$ cat config.mk
export PLATFORM = sky130hd
export DESIGN_NAME = gray_counter_n
export DESIGN_NICKNAME = d
export VERILOG_FILES = /design/src/rtl/gray_pkg.sv /design/src/rtl/gray_conv.sv /design/src/rtl/gray_counter_n.sv
export SDC_FILE = /design/constraint.sdc
export NUM_CORES = 1
export LEC_CHECK = 0
export ABC_CLOCK_PERIOD_IN_PS = 3100
export CAP_MARGIN = 20
export CORE_AREA = 5 5 42 44
export DETAILED_ROUTE_END_ITERATION = 10
export DIE_AREA = 0 0 47 49
export PLACE_DENSITY_LB_ADDON = 0.1
export SLEW_MARGIN = 20
export SYNTH_ARGS = -nofsm -noshare
export SYNTH_HDL_FRONTEND = slang
export SYNTH_SLANG_ARGS = --single-unit
$ cat constraint.sdc
create_clock -name Clk -period 3.1 [get_ports Clk]
set_input_delay 0.62 -clock Clk [delete_from_list [all_inputs] [get_ports Clk]]
set_output_delay 0.62 -clock Clk [all_outputs]
set_load 0.03 [all_outputs]
$ cat src/rtl/gray_pkg.sv
// Shared constants and the binary-to-Gray helper for the Gray counter family.
package gray_pkg;

  // Count direction as seen on the Dir input.
  localparam logic DIR_UP   = 1'b0;
  localparam logic DIR_DOWN = 1'b1;

  // Terminal-count behaviour selected by the SATURATE parameter.
  localparam int MODE_WRAP = 0;
  localparam int MODE_SAT  = 1;

  // Reflected binary code: each Gray bit is the XOR of adjacent binary bits.
  // Operates on up to 32 bits; callers truncate to their own width.
  function automatic logic [31:0] bin2gray(input logic [31:0] b);
    return b ^ (b >> 1);
  endfunction

endpackage

$ cat src/rtl/gray_conv.sv
// Purely combinational binary<->Gray converters of a given width.
module gray_conv
  import gray_pkg::*;
#(
  parameter int WIDTH = 3
) (
  input  logic [WIDTH-1:0] i_bin,
  output logic [WIDTH-1:0] o_gray,
  input  logic [WIDTH-1:0] i_gray,
  output logic [WIDTH-1:0] o_bin
);

  assign o_gray = WIDTH'(bin2gray(32'(i_bin)));

  // Binary bit k is the parity of all Gray bits at or above k.
  for (genvar k = 0; k < WIDTH; k++) begin : g_gray2bin
    assign o_bin[k] = ^i_gray[WIDTH-1:k];
  end

endmodule

$ cat src/rtl/gray_counter_n.sv
// Parametrised up/down Gray counter with parallel load, wrap or saturate
// terminal behaviour, sticky overflow/underflow flags and a wrap pulse.
// The binary count and its Gray image are both registered on the same edge,
// so Output never glitches and no input reaches an output combinationally.
module gray_counter_n
  import gray_pkg::*;
#(
  parameter int WIDTH    = 3,
  parameter int SATURATE = MODE_WRAP
) (
  input  logic             Clk,
  input  logic             Reset,
  input  logic             En,
  input  logic             Dir,
  input  logic             Load,
  input  logic [WIDTH-1:0] LoadValue,
  input  logic             ClrFlag,
  output logic [WIDTH-1:0] Output,
  output logic [WIDTH-1:0] Binary,
  output logic             Overflow,
  output logic             Underflow,
  output logic             Wrap
);

  logic [WIDTH-1:0] r_bin;
  logic [WIDTH-1:0] r_gray;
  logic             r_ov;
  logic             r_un;
  logic             r_wrap;

  logic [WIDTH-1:0] w_bin_next;
  logic [WIDTH-1:0] w_gray_next;
  logic [WIDTH-1:0] w_bin_rt;
  logic             w_sat;
  logic             w_up;
  logic             w_count;
  logic             w_at_max;
  logic             w_at_zero;
  logic             w_ov_ev;
  logic             w_un_ev;
  logic             w_wrap_ev;

  assign w_sat     = (SATURATE == MODE_SAT);
  assign w_up      = (Dir == DIR_UP);
  assign w_count   = En & ~Load;
  assign w_at_max  = &r_bin;
  assign w_at_zero = ~|r_bin;

  // Terminal events: a count attempted past either end of the range.
  assign w_ov_ev   = w_count &  w_up & w_at_max;
  assign w_un_ev   = w_count & ~w_up & w_at_zero;
  assign w_wrap_ev = (w_ov_ev | w_un_ev) & ~w_sat;

  // Next binary value: load beats count; saturate mode freezes at the ends.
  always_comb begin
    w_bin_next = r_bin;
    if (Load) begin
      w_bin_next = LoadValue;
    end else if (En) begin
      if (w_up) begin
        if (!(w_at_max && w_sat)) w_bin_next = r_bin + WIDTH'(1);
      end else begin
        if (!(w_at_zero && w_sat)) w_bin_next = r_bin - WIDTH'(1);
      end
    end
  end

  // Gray image of the next count feeds its own register; the reverse
  // converter decodes the registered Gray value for the consistency check.
  gray_conv #(.WIDTH(WIDTH)) u_conv (
    .i_bin  (w_bin_next),
    .o_gray (w_gray_next),
    .i_gray (r_gray),
    .o_bin  (w_bin_rt)
  );

  // Count/Gray registers, wrap pulse and sticky flags (a new event beats ClrFlag).
  always_ff @(posedge Clk or posedge Reset) begin
    if (Reset) begin
      r_bin  <= '0;
      r_gray <= '0;
      r_ov   <= 1'b0;
      r_un   <= 1'b0;
      r_wrap <= 1'b0;
    end else begin
      r_bin  <= w_bin_next;
      r_gray <= w_gray_next;
      r_wrap <= w_wrap_ev;
      if (w_ov_ev)      r_ov <= 1'b1;
      else if (ClrFlag) r_ov <= 1'b0;
      if (w_un_ev)      r_un <= 1'b1;
      else if (ClrFlag) r_un <= 1'b0;
    end
  end

  // The two count registers must always describe the same value.
  a_gray_matches_bin: assert property (@(posedge Clk) disable iff (Reset) w_bin_rt == r_bin);

  assign Binary    = r_bin;
  assign Output    = r_gray;
  assign Overflow  = r_ov;
  assign Underflow = r_un;
  assign Wrap      = r_wrap;

endmodule

; Word level (Yosys, flattened, before mapping)
; Cells that the tools add are included.
[totals]
register_bits = 9
wordCells = 27
output_inout_bits = 9
[op_classes]
addsub = 2
n_bitwise = 9
n_mux = 6
reduce_logical = 5
[ops]
columns = operator, count
row1 = 3-bit two-way mux, 3
row2 = 1-bit bitwise AND, 5
row3 = 2-bit nonzero test, 2
row4 = "3-bit by 1-bit adder with 3-bit output, second input constant", 1
row5 = 1-bit two-way mux, 3
row6 = 3-bit AND reduction, 1
row7 = 3-bit OR reduction, 1
row8 = "3-bit by 1-bit subtractor with 3-bit output, second input constant", 1
row9 = 3-bit by 2-bit XOR with 3-bit output, 1
row10 = 1-bit inverter, 2
row11 = 1-bit zero test, 1
row12 = 1-bit bitwise OR, 1

; Logic depth before layout (Yosys ltp)
; Gate-level depths: netlist of run 1.
[logic_depth]
ltp_word = 5
depth_mapped = 6

; By module
; A second synthesis of run 1 with hierarchy kept.
[hier_totals]
hier_cells = 43
hier_area_um2 = 459.2
[modules_own_cells]
columns = mod, area_per_inst_um2, n_inst, seq_area_each_um2, cells_each
row1 = gray_counter_n, 394.1, 1, 225.2, 37
row2 = gray_conv, 65.1, 1, 0.0, 6

; Least setup slack after synthesis of run 1
; No wires, ideal clock.
[synth_path]
path_type = input port to flip-flop
from = in Dir
to = reg r_gray[1], in the netlist Output[1]
path_stages = 6
slack_ns = 1.221
setup_time_ns = 0.079
arrival_ns = 1.800
cell_sequence = inv_1 > fa_1 > xor2_1 > or3b_1 > nand3_2 > xor2_1
[synth_between]
elab_chain_len = 4
[synth_lines]
columns = item, line_no
row1 = start: declaration, gray_counter_n.sv:14  ; input logic Dir,
row2 = 3-bit two-way mux, gray_counter_n.sv:60  ; if (w_up) begin
row3 = 3-bit two-way mux, gray_counter_n.sv:59  ; end else if (En) begin
row4 = 3-bit two-way mux, gray_counter_n.sv:57  ; if (Load) begin
row5 = net u_conv.i_bin[2], gray_conv.sv:7  ; input logic [WIDTH-1:0] i_bin,
row6 = 3-bit by 2-bit XOR with 3-bit output, gray_pkg.sv:15  ; return b ^ (b >> 1);
row7 = net u_conv.o_gray[1], gray_conv.sv:8  ; output logic [WIDTH-1:0] o_gray,
row8 = end signal: assignment, gray_counter_n.sv:87  ; r_gray <= w_gray_next;
row9 = end: declaration, gray_counter_n.sv:26  ; logic [WIDTH-1:0] r_gray;
; The timed path passes the listed nets, and every way through them passes these cells.
; A chain may end at the register's enable or synchronous reset.

; Worst setup path in the final report of run 1
; Ends and elaborated chain as after synthesis.

==> results of run 1 <==
Yosys cell counts (2+ instances only):
master,count,area share
xor2_1,3,0.066
nor2_1,2,0.019
o21ai_1,2,0.025
nand2_1,4,0.038
inv_1,6,0.056
dfrtp_1,8,0.50
o21ai_0,3,0.038
nand4_1,2,0.031
through the flow:
stage          setup WS (ns)  utilization  hold WS [ns]
2_1_floorplan           1.22            -         0.436
3_3_place_gp           0.603        0.415         0.515
3_5_place_dp           0.590        0.415         0.529
4_1_cts                0.863        0.431         0.539
5_1_grt                0.777        0.431         0.555
6_report               0.866        0.431         0.529
layout make-up:
type,instances,area share
sequential,8,0.331
clock buffer,3,0.0373
multi-input combinational,24,0.280
timing repair buffer,17,0.282
inverter,6,0.0373
tap,16,0.0331
layer usage:
layer,vias to the layer above,global-route usage
met5,-,0
met4,0,0.0968
met3,2,0.0221
met2,18,0.0814
met1,130,0.104
li1,163,-
worst paths after layout:
check                               start         to  slack (ns)  depth (start not counted)
worst max register to register  Binary[0]  Output[1]        1.36                          6
max in group asynchronous           Reset  Underflow        2.26                          2
worst min register to register   Overflow   Overflow        0.53                          2
worst min-delay path             Overflow   Overflow        0.53                          2
worst max-delay path                  Dir  Output[1]        0.87                          7
min in group asynchronous           Reset  Binary[2]        0.61                          2
critical path, cell delays in order:
cell,delay (ns)
clkdlybuf4s50_1,0.53
inv_1,0.08
fa_1,0.43
xor2_1,0.16
or3b_1,0.36
nand3_2,0.09
xor2_1,0.14
kinds of logic after synthesis:
kind of cell | Yosys count
AO/OA/AOI/OAI | 6
XOR/XNOR | 4
adder cells (fa/ha/maj) | 1
buffers and inverters | 7
AND/OR/NAND/NOR | 13
flip-flops | 8
power by group:
| part | leakage (nW) | total [W] | internal (W) | switching (W) |
|---|---|---|---|---|
| registers | 0.101 | 0.000130 | 0.000119 | 0.0000111 |
| clock network | 0.0138 | 0.0000767 | 0.0000441 | 0.0000325 |
| logic | 0.158 | 0.000117 | 0.0000529 | 0.0000639 |
sequential cells by signal, indices dropped and copies added (netlist names):
| name | count |
|---|---|
| Wrap | 1 |
| Overflow | 1 |
| Binary | 3 |
| Underflow | 1 |
| Output | 2 |
cell usage in the layout (no fill, tap or decap), types with 2 or more instances in the layout:
master,synthesis,routed
clkbuf_4,0,3
clkdlybuf4s50_1,0,17
dfrtp_1,8,8
inv_1,6,6
nand2_1,4,4
nand4_1,2,2
nor2_1,2,2
o21ai_0,3,3
o21ai_1,2,2
xor2_1,3,3
==> out/metrics.cfg, run 1 <==
[outcome]
run_status = completed

[synthesis]
synthXorXnorAreaFrac = 0.0878
synth_top_family_by_area = simple AND/OR/NAND/NOR gates
synth_cell_types = 17
synth_edf_count = 0
syn_area_per_cell_sq_um = 10.2
ys.flop_type = dfrtp_1
synth_warnings = 0
synth-compound-area-share = 0.0815
ys_seq_area_frac = 0.502
synth_cells = 39
synth_mux_area_frac = 0
syn_area_sq_um = 399
synth-simple-area-share = 0.204
synth_fa_ha_area_frac = 0.0502
synth-seq-cells = 8
ys_async_sr_fraction = 1.00
syn-num-nets = 49

[clock_tree]
cts_sinks = 8
cts_made_buffers = 3
cts_root_buf = clkbuf_4
htree_levels = 1
cts_resized = 0
clkLatencyLatePin_ns = 0.25
cts_tree = yes
cts_buffer_depth = 2
cts.clk_slew.worst_paths_ns = 0.05
holdBufCountCts = 0
postCtsSetupBuffers = 0

[critical_path]
setup.worst_path.end_class = register
required_ns = 3.27
startpoint_type = primary input
cp_max_fo = 4
crit_arrival_ns = 2.41
critPathKind = primary input to register

[global_routing]
grt_pass1_vias = 271
grt_pass1_wl_um = 1160
antenna_found_initial = 0
grtUsageTotal = 0.0775
overflow = 0
grt_start_max_net_pins = 9

[sta]
finalSetupViolCount = 0
finalHoldViolCount = 0
worstMarginPinSlew_ns = 0.311
slew_headroom = 0.792
tns_ns = 0
skew_ns = 0.00204
maxSlewViolCount = 0
period_share = 0.721
rsz0062_at_grt = no
period_minus_slack_ns = 2.23
max_freq_mhz = 448

[floorplan]
rows = 14
core_area_sq_mm = 0.00140
die_h_um = 49
dieArea_sq_mm = 0.00230
die_w_um = 47
io_pins = 18
initial_core_util = 0.285

[route]
wl_met1_um = 343
detail-route-antenna-nets = 0
via_per_inst = 4.23
wl_per_cell_um = 10.5
dr.pass1.iters = 3
wl_met3_um = 93
top_layer = met4
drt_iter0_markers = 5
drc = 0
met2_wirelength_um = 319
routed_wl_um = 777
via_count = 313

[cells_and_area]
fin_area_sq_um = 604
nFillCells = 150
fin_nets = 70
num_antenna_cells = 0
area_growth_pct = 51.4
layoutNonFillerInstCount = 74
drive_above_1_share = 0.0862
multi_input_area_sq_um = 169
seq_area_sq_um = 200

[power_and_ir_drop]
power.leakage_nw = 0.272
power_density_mw_per_mm2 = 535
total_power_w = 0.000323
ir_worst_vdd_mv = 0.130

[placement]
place_inst = 71
gp_congestion = 0.724
io_buffers = 17
postPlaceCellArea_sq_um = 582
dp_hpwl_um = 634

[min_path]
hp-class = register to register

[job]
maxCapViolCount = 0

Note: power is estimated with default switching activity, not from simulation.
==> inputs of run 2 (changes only) <==
--- a/config.mk
+++ b/config.mk
@@ -5,7 +5,7 @@
 export SDC_FILE = /design/constraint.sdc
 export NUM_CORES = 1
 export LEC_CHECK = 0
-export ABC_CLOCK_PERIOD_IN_PS = 3100
+export ABC_CLOCK_PERIOD_IN_PS = 2150
 export CAP_MARGIN = 20
 export CORE_AREA = 5 5 42 44
 export DETAILED_ROUTE_END_ITERATION = 10
==> constraint.sdc (replaced) <==
create_clock -name Clk -period 2.15 [get_ports Clk]
set_input_delay 0.43 -clock Clk [delete_from_list [all_inputs] [get_ports Clk]]
set_output_delay 0.43 -clock Clk [all_outputs]
set_load 0.03 [all_outputs]
==> run 2 against run 1 <==
Against the previous run:
- critical path depth did not move
- sequential power rose by 45%
- via count rose by 1.6%
- sequential share of layout area fell by 0.41 points
- final area rose by 1.2%
- worst setup slack got worse by 0.69 ns
- critical endpoint unchanged
- clock power rose by 42%
- clock skew rose by 0.0025 ns
- cell count rose by 1.4%
- hold slack got worse by 0.10 ns
- utilization rose by 0.54 points
- power rose by 44%
- critical path type unchanged
==> out/metrics.cfg, run 2 (synthesized netlist as in run 1, its figures left out) <==
[route]
via_per_inst = 4.24  ; was 4.23
wl_per_cell_um = 10.6  ; was 10.5 um
drt_iter0_markers = 1  ; was 5
drc = 0  ; unchanged
dr.pass1.iters = 3  ; unchanged
detail-route-antenna-nets = 0  ; unchanged
routed_wl_um = 793  ; was 777 um
via_count = 318  ; was 313

[global_routing]
grt_start_max_net_pins = 9  ; unchanged
antenna_found_initial = 0  ; unchanged
met2_usage = 0.0950  ; was 0.0814
grt_pass1_wl_um = 1300  ; was 1160 um
grt_pass1_vias = 303  ; was 271
busiest_layer = met1  ; unchanged
grtUsageTotal = 0.0810  ; was 0.0775
use_met1 = 0.115  ; was 0.104
overflow = 0  ; unchanged
grt_use_met3 = 0.0221  ; unchanged

[critical_path]
critPathKind = primary input to register  ; unchanged
startpoint_type = primary input  ; unchanged
cp_max_fo = 2  ; was 4
reg2reg_depth = 6  ; unchanged
crit_arrival_ns = 2.14  ; was 2.41 ns
required_ns = 2.32  ; was 3.27 ns
reg2reg_to = Output[1]  ; unchanged
setup.worst_path.end_class = register  ; unchanged
reg2reg_slack_ns = 0.39  ; was 1.36 ns
r2r_start = Binary[0]  ; unchanged

[cells_and_area]
final_cell_mix = clkdlybuf4s50_1, dfrtp_1, inv_1  ; unchanged
fin_area_sq_um = 612  ; was 604 sq um
multi_input_area_sq_um = 169  ; unchanged
final_common_cell = clkdlybuf4s50_1  ; unchanged
largest_reg_flops = 3  ; unchanged
layoutNonFillerInstCount = 75  ; was 74
nFillCells = 151  ; was 150
num_antenna_cells = 0  ; unchanged
area_growth_pct = 53.3  ; was 51.4%
drive_above_1_share = 0.102  ; was 0.0862
seq_area_sq_um = 200  ; unchanged
postLayoutCoreUtil = 0.437  ; was 0.431
fin_nets = 71  ; was 70

[floorplan]
io_pins = 18  ; unchanged
initial_core_util = 0.285  ; unchanged
rows = 14  ; unchanged
core_area_sq_mm = 0.00140  ; unchanged
die_w_um = 47  ; unchanged
die_h_um = 49  ; unchanged
dieArea_sq_mm = 0.00230  ; unchanged

[clock_tree]
cts_sinks = 8  ; unchanged
holdBufCountCts = 0  ; unchanged
cts_buffer_depth = 2  ; unchanged
clkLatencyLatePin_ns = 0.25  ; about the same
postCtsSetupBuffers = 0  ; unchanged
htree_levels = 1  ; unchanged
cts_made_buffers = 3  ; unchanged
cts_resized = 0  ; unchanged
cts_tree = yes  ; unchanged
cts.clk_slew.worst_paths_ns = 0.05  ; about the same
cts_root_buf = clkbuf_4  ; unchanged

[min_path]
hp-class = primary input to async pin  ; was register to register

[sta]
fin_ws_ns = 0.175  ; was 0.866 ns
finalSetupViolCount = 0  ; unchanged
skew_ns = 0.00458  ; was 0.00204 ns
maxSlewViolCount = 0  ; unchanged
period_minus_slack_ns = 1.98
period_share = 0.919
tns_ns = 0  ; unchanged
finalHoldViolCount = 0  ; unchanged
slew_headroom = 0.794  ; was 0.792
max_freq_mhz = 506
worstMarginPinSlew_ns = 0.309  ; was 0.311 ns
rsz0062_at_grt = no  ; unchanged

[power_and_ir_drop]
clkPwrFrac = 0.234  ; was 0.237
power_frac_seq = 0.402  ; about the same
comb_power_share = 0.363  ; was 0.361
power.leakage_nw = 0.277  ; was 0.272 nW
ir_worst_vdd_mv = 0.221  ; was 0.130 mV
intPower_w = 0.000312  ; was 0.000216 W
swShare = 0.331  ; was 0.333
switching_power_w = 0.000155  ; was 0.000108 W
power_density_mw_per_mm2 = 763  ; was 535 mW/mm^2

[placement]
io_buffers = 17  ; unchanged
dp_hpwl_um = 645  ; was 634 um
postPlaceCellArea_sq_um = 589  ; was 582 sq um
place_inst = 72  ; was 71
pre_cts_slack_ns = -0.0709  ; was 0.590 ns
gp_congestion = 0.677  ; was 0.724

[outcome]
run_status = completed  ; unchanged

[job]
maxCapViolCount = 0  ; unchanged

run 2: cell count changes in the layout (fill, tap and decap cells not counted), sizes merged:
cell,delta
buf,+1
run 2: critical path, cell delays in order:
cell and delay (ns):
clkdlybuf4s50_1 0.47, inv_1 0.06, fa_1 0.43, xor2_1 0.16
or3b_1 0.36, nand3_2 0.09, xor2_1 0.13
run 2: layer usage:
layer | vias up | part of all wire | wire (um)
met5 | - | 0 | 0
met4 | 0 | 0.025 | 20
met3 | 2 | 0.11 | 84
met2 | 16 | 0.39 | 313
met1 | 134 | 0.47 | 374
li1 | 166 | - | -
run 2: worst max path at each step:
stage | start | endpoint | slack, ns | depth (start not counted)
2_1_floorplan | Binary[0] | Output[1] | 0.29 | 6
3_3_place_gp | Dir | Output[1] | -0.08 | 7
3_5_place_dp | Dir | Output[1] | -0.07 | 7
4_1_cts | Dir | Output[1] | 0.18 | 7
5_1_grt | Dir | Output[1] | 0.10 | 7
6_report | Dir | Output[1] | 0.17 | 7
run 2: final cells by class:
type                    instances  area share
well taps                      16      0.0327
flip-flops and latches          8       0.327
clock buffers                   3      0.0368
multi-input cells              24       0.276
inverters                       6      0.0368
repair buffers                 18       0.290
run 2: through the flow:
stage	total power, W	hold WS (ns)
after detailed placement	0.000363	0.519
final	0.000467	0.425
after global placement	0.000363	0.521
after floorplan	0.000287	0.246
after global routing	0.000496	0.450
after CTS	0.000474	0.431
run 2: power groups by stage:
stage | registers, W | logic (W) | clock network (W)
after detailed placement | 0.000191 | 0.000172 | 0
after floorplan | 0.000230 | 0.0000569 | 0
after global routing | 0.000192 | 0.000182 | 0.000121
after CTS | 0.000189 | 0.000172 | 0.000114
final | 0.000188 | 0.000170 | 0.000109
after global placement | 0.000191 | 0.000172 | 0
==> inputs of run 3 (changes only) <==
--- a/config.mk
+++ b/config.mk
@@ -11,6 +11,7 @@
 export DETAILED_ROUTE_END_ITERATION = 10
 export DIE_AREA = 0 0 47 49
 export PLACE_DENSITY_LB_ADDON = 0.1
+export RECOVER_POWER = 25
 export SLEW_MARGIN = 20
 export SYNTH_ARGS = -nofsm -noshare
 export SYNTH_HDL_FRONTEND = slang
==> run 3 against run 2 <==
Against the previous run:
- cell count is the same
- hold slack better by 0.095 ns
- clock power barely moved
- utilization unchanged
- wire length unchanged
- fmax unchanged
- register-to-register slack is essentially flat
- final area unchanged
- critical path depth did not move
- largest power group unchanged
- highest routed layer unchanged
==> out/metrics.cfg, run 3 (synthesized netlist as in run 1, its figures left out) <==
[route]
via_per_inst = 4.24  ; unchanged
drt_iter0_markers = 1  ; unchanged
detail-route-antenna-nets = 0  ; unchanged
routed_wl_um = 793  ; unchanged
wl_per_cell_um = 10.6  ; unchanged
drc = 0  ; unchanged
dr.pass1.iters = 3  ; unchanged
via_count = 318  ; unchanged

[power_and_ir_drop]
power_frac_seq = 0.403  ; was 0.402
clkPwrFrac = 0.234  ; about the same
swShare = 0.331  ; about the same
power_density_mw_per_mm2 = 763  ; about the same
comb_power_share = 0.363  ; about the same
power.leakage_nw = 0.277  ; about the same
switching_power_w = 0.000155  ; unchanged
ir_worst_vdd_mv = 0.221  ; about the same
intPower_w = 0.000312  ; about the same

[global_routing]
grt_pass1_wl_um = 1300  ; unchanged
grt_pass1_vias = 303  ; unchanged
antenna_found_initial = 0  ; unchanged
grt_start_max_net_pins = 9  ; unchanged
use_met1 = 0.115  ; unchanged
grtUsageTotal = 0.0810  ; unchanged
busiest_layer = met1  ; unchanged
met2_usage = 0.0950  ; unchanged
grt_use_met3 = 0.0221  ; unchanged
overflow = 0  ; unchanged

[outcome]
run_status = completed  ; unchanged

[placement]
io_buffers = 17  ; unchanged
gp_congestion = 0.677  ; unchanged
dp_hpwl_um = 645  ; unchanged

[clock_tree]
clkLatencyLatePin_ns = 0.25  ; about the same
cts_resized = 0  ; unchanged
cts_made_buffers = 3  ; unchanged
cts_buffer_depth = 2  ; unchanged
postCtsSetupBuffers = 0  ; unchanged
holdBufCountCts = 0  ; unchanged
cts_root_buf = clkbuf_4  ; unchanged
cts.clk_slew.worst_paths_ns = 0.05  ; about the same
cts_tree = yes  ; unchanged
cts_sinks = 8  ; unchanged
htree_levels = 1  ; unchanged

[job]
maxCapViolCount = 0  ; unchanged

[critical_path]
critPathKind = primary input to register  ; unchanged
crit_arrival_ns = 2.14  ; about the same
setup.worst_path.end_class = register  ; unchanged
required_ns = 2.32  ; about the same
cp_max_fo = 2  ; unchanged
startpoint_type = primary input  ; unchanged

[cells_and_area]
area_growth_pct = 53.3  ; unchanged
final_cell_mix = clkdlybuf4s50_1, dfrtp_1, inv_1  ; unchanged
final_common_cell = clkdlybuf4s50_1  ; unchanged
drive_above_1_share = 0.102  ; unchanged
largest_reg_flops = 3  ; unchanged
num_antenna_cells = 0  ; unchanged
fin_nets = 71  ; unchanged

[sta]
rsz0062_at_grt = no  ; unchanged
max_freq_mhz = 506  ; unchanged
slew_headroom = 0.794  ; unchanged
period_minus_slack_ns = 1.98  ; unchanged
period_share = 0.919  ; unchanged
holdWs_ns = 0.520  ; was 0.425 ns
finalHoldViolCount = 0  ; unchanged
worstMarginPinSlew_ns = 0.309  ; unchanged
skew_ns = 0.00458  ; unchanged
tns_ns = 0  ; unchanged
finalSetupViolCount = 0  ; unchanged
maxSlewViolCount = 0  ; unchanged

[floorplan]
io_pins = 18  ; unchanged
initial_core_util = 0.285  ; unchanged
die_w_um = 47  ; unchanged
core_area_sq_mm = 0.00140  ; unchanged
dieArea_sq_mm = 0.00230  ; unchanged
die_h_um = 49  ; unchanged
rows = 14  ; unchanged

[min_path]
hp-class = register to register  ; was primary input to async pin

## run 3: final timing paths
kind,startpoint,to,slack [ns],cells after the start
setup / recovery,Dir,Output[1],0.17,7
min in group asynchronous,Reset,Binary[2],0.56,2
setup reg to reg,Binary[0],Output[1],0.39,6
hold reg to reg,Overflow,Overflow,0.52,2
max in group asynchronous,Reset,Output[1],1.36,2
hold / removal,Overflow,Overflow,0.52,2
## run 3: final cells by class
type                       count  area (sq um)
clock buffer                   3          22.5
fill                         151           790
inverter                       6          22.5
multi-input combinational     24           169
sequential                     8           200
tap                           16          20.0
timing repair buffer          18           178
## run 3: worst max-delay path, stage by stage
cell             delay, ns
clkdlybuf4s50_1       0.47
inv_1                 0.06
fa_1                  0.43
xor2_1                0.16
or3b_1                0.36
nand3_2               0.09
xor2_1                0.13
## run 3: power by group through the flow
stage | registers [W] | clock network [W] | logic, W
after floorplan | 0.000230 | 0 | 0.0000569
after global placement | 0.000191 | 0 | 0.000172
after detailed placement | 0.000191 | 0 | 0.000172
after CTS | 0.000189 | 0.000114 | 0.000172
after global routing | 0.000192 | 0.000121 | 0.000182
final | 0.000188 | 0.000109 | 0.000169
## run 3: layer usage
metal,vias up,routed length [um],part of all wire
met5,-,0,0
met4,0,20,0.025
met3,2,84,0.11
met2,16,313,0.39
met1,134,374,0.47
li1,166,-,-
## run 3: stage by stage
stage	utilization	total power (W)	area, sq um	std cells	worst slack [ns]
after floorplan	-	0.000287	399	39	0.285
after global placement	0.421	0.000363	589	72	-0.0750
after detailed placement	0.421	0.000363	589	72	-0.0709
after CTS	0.437	0.000474	612	75	0.178
after global routing	0.437	0.000495	612	75	0.104
final	0.437	0.000467	612	75	0.175
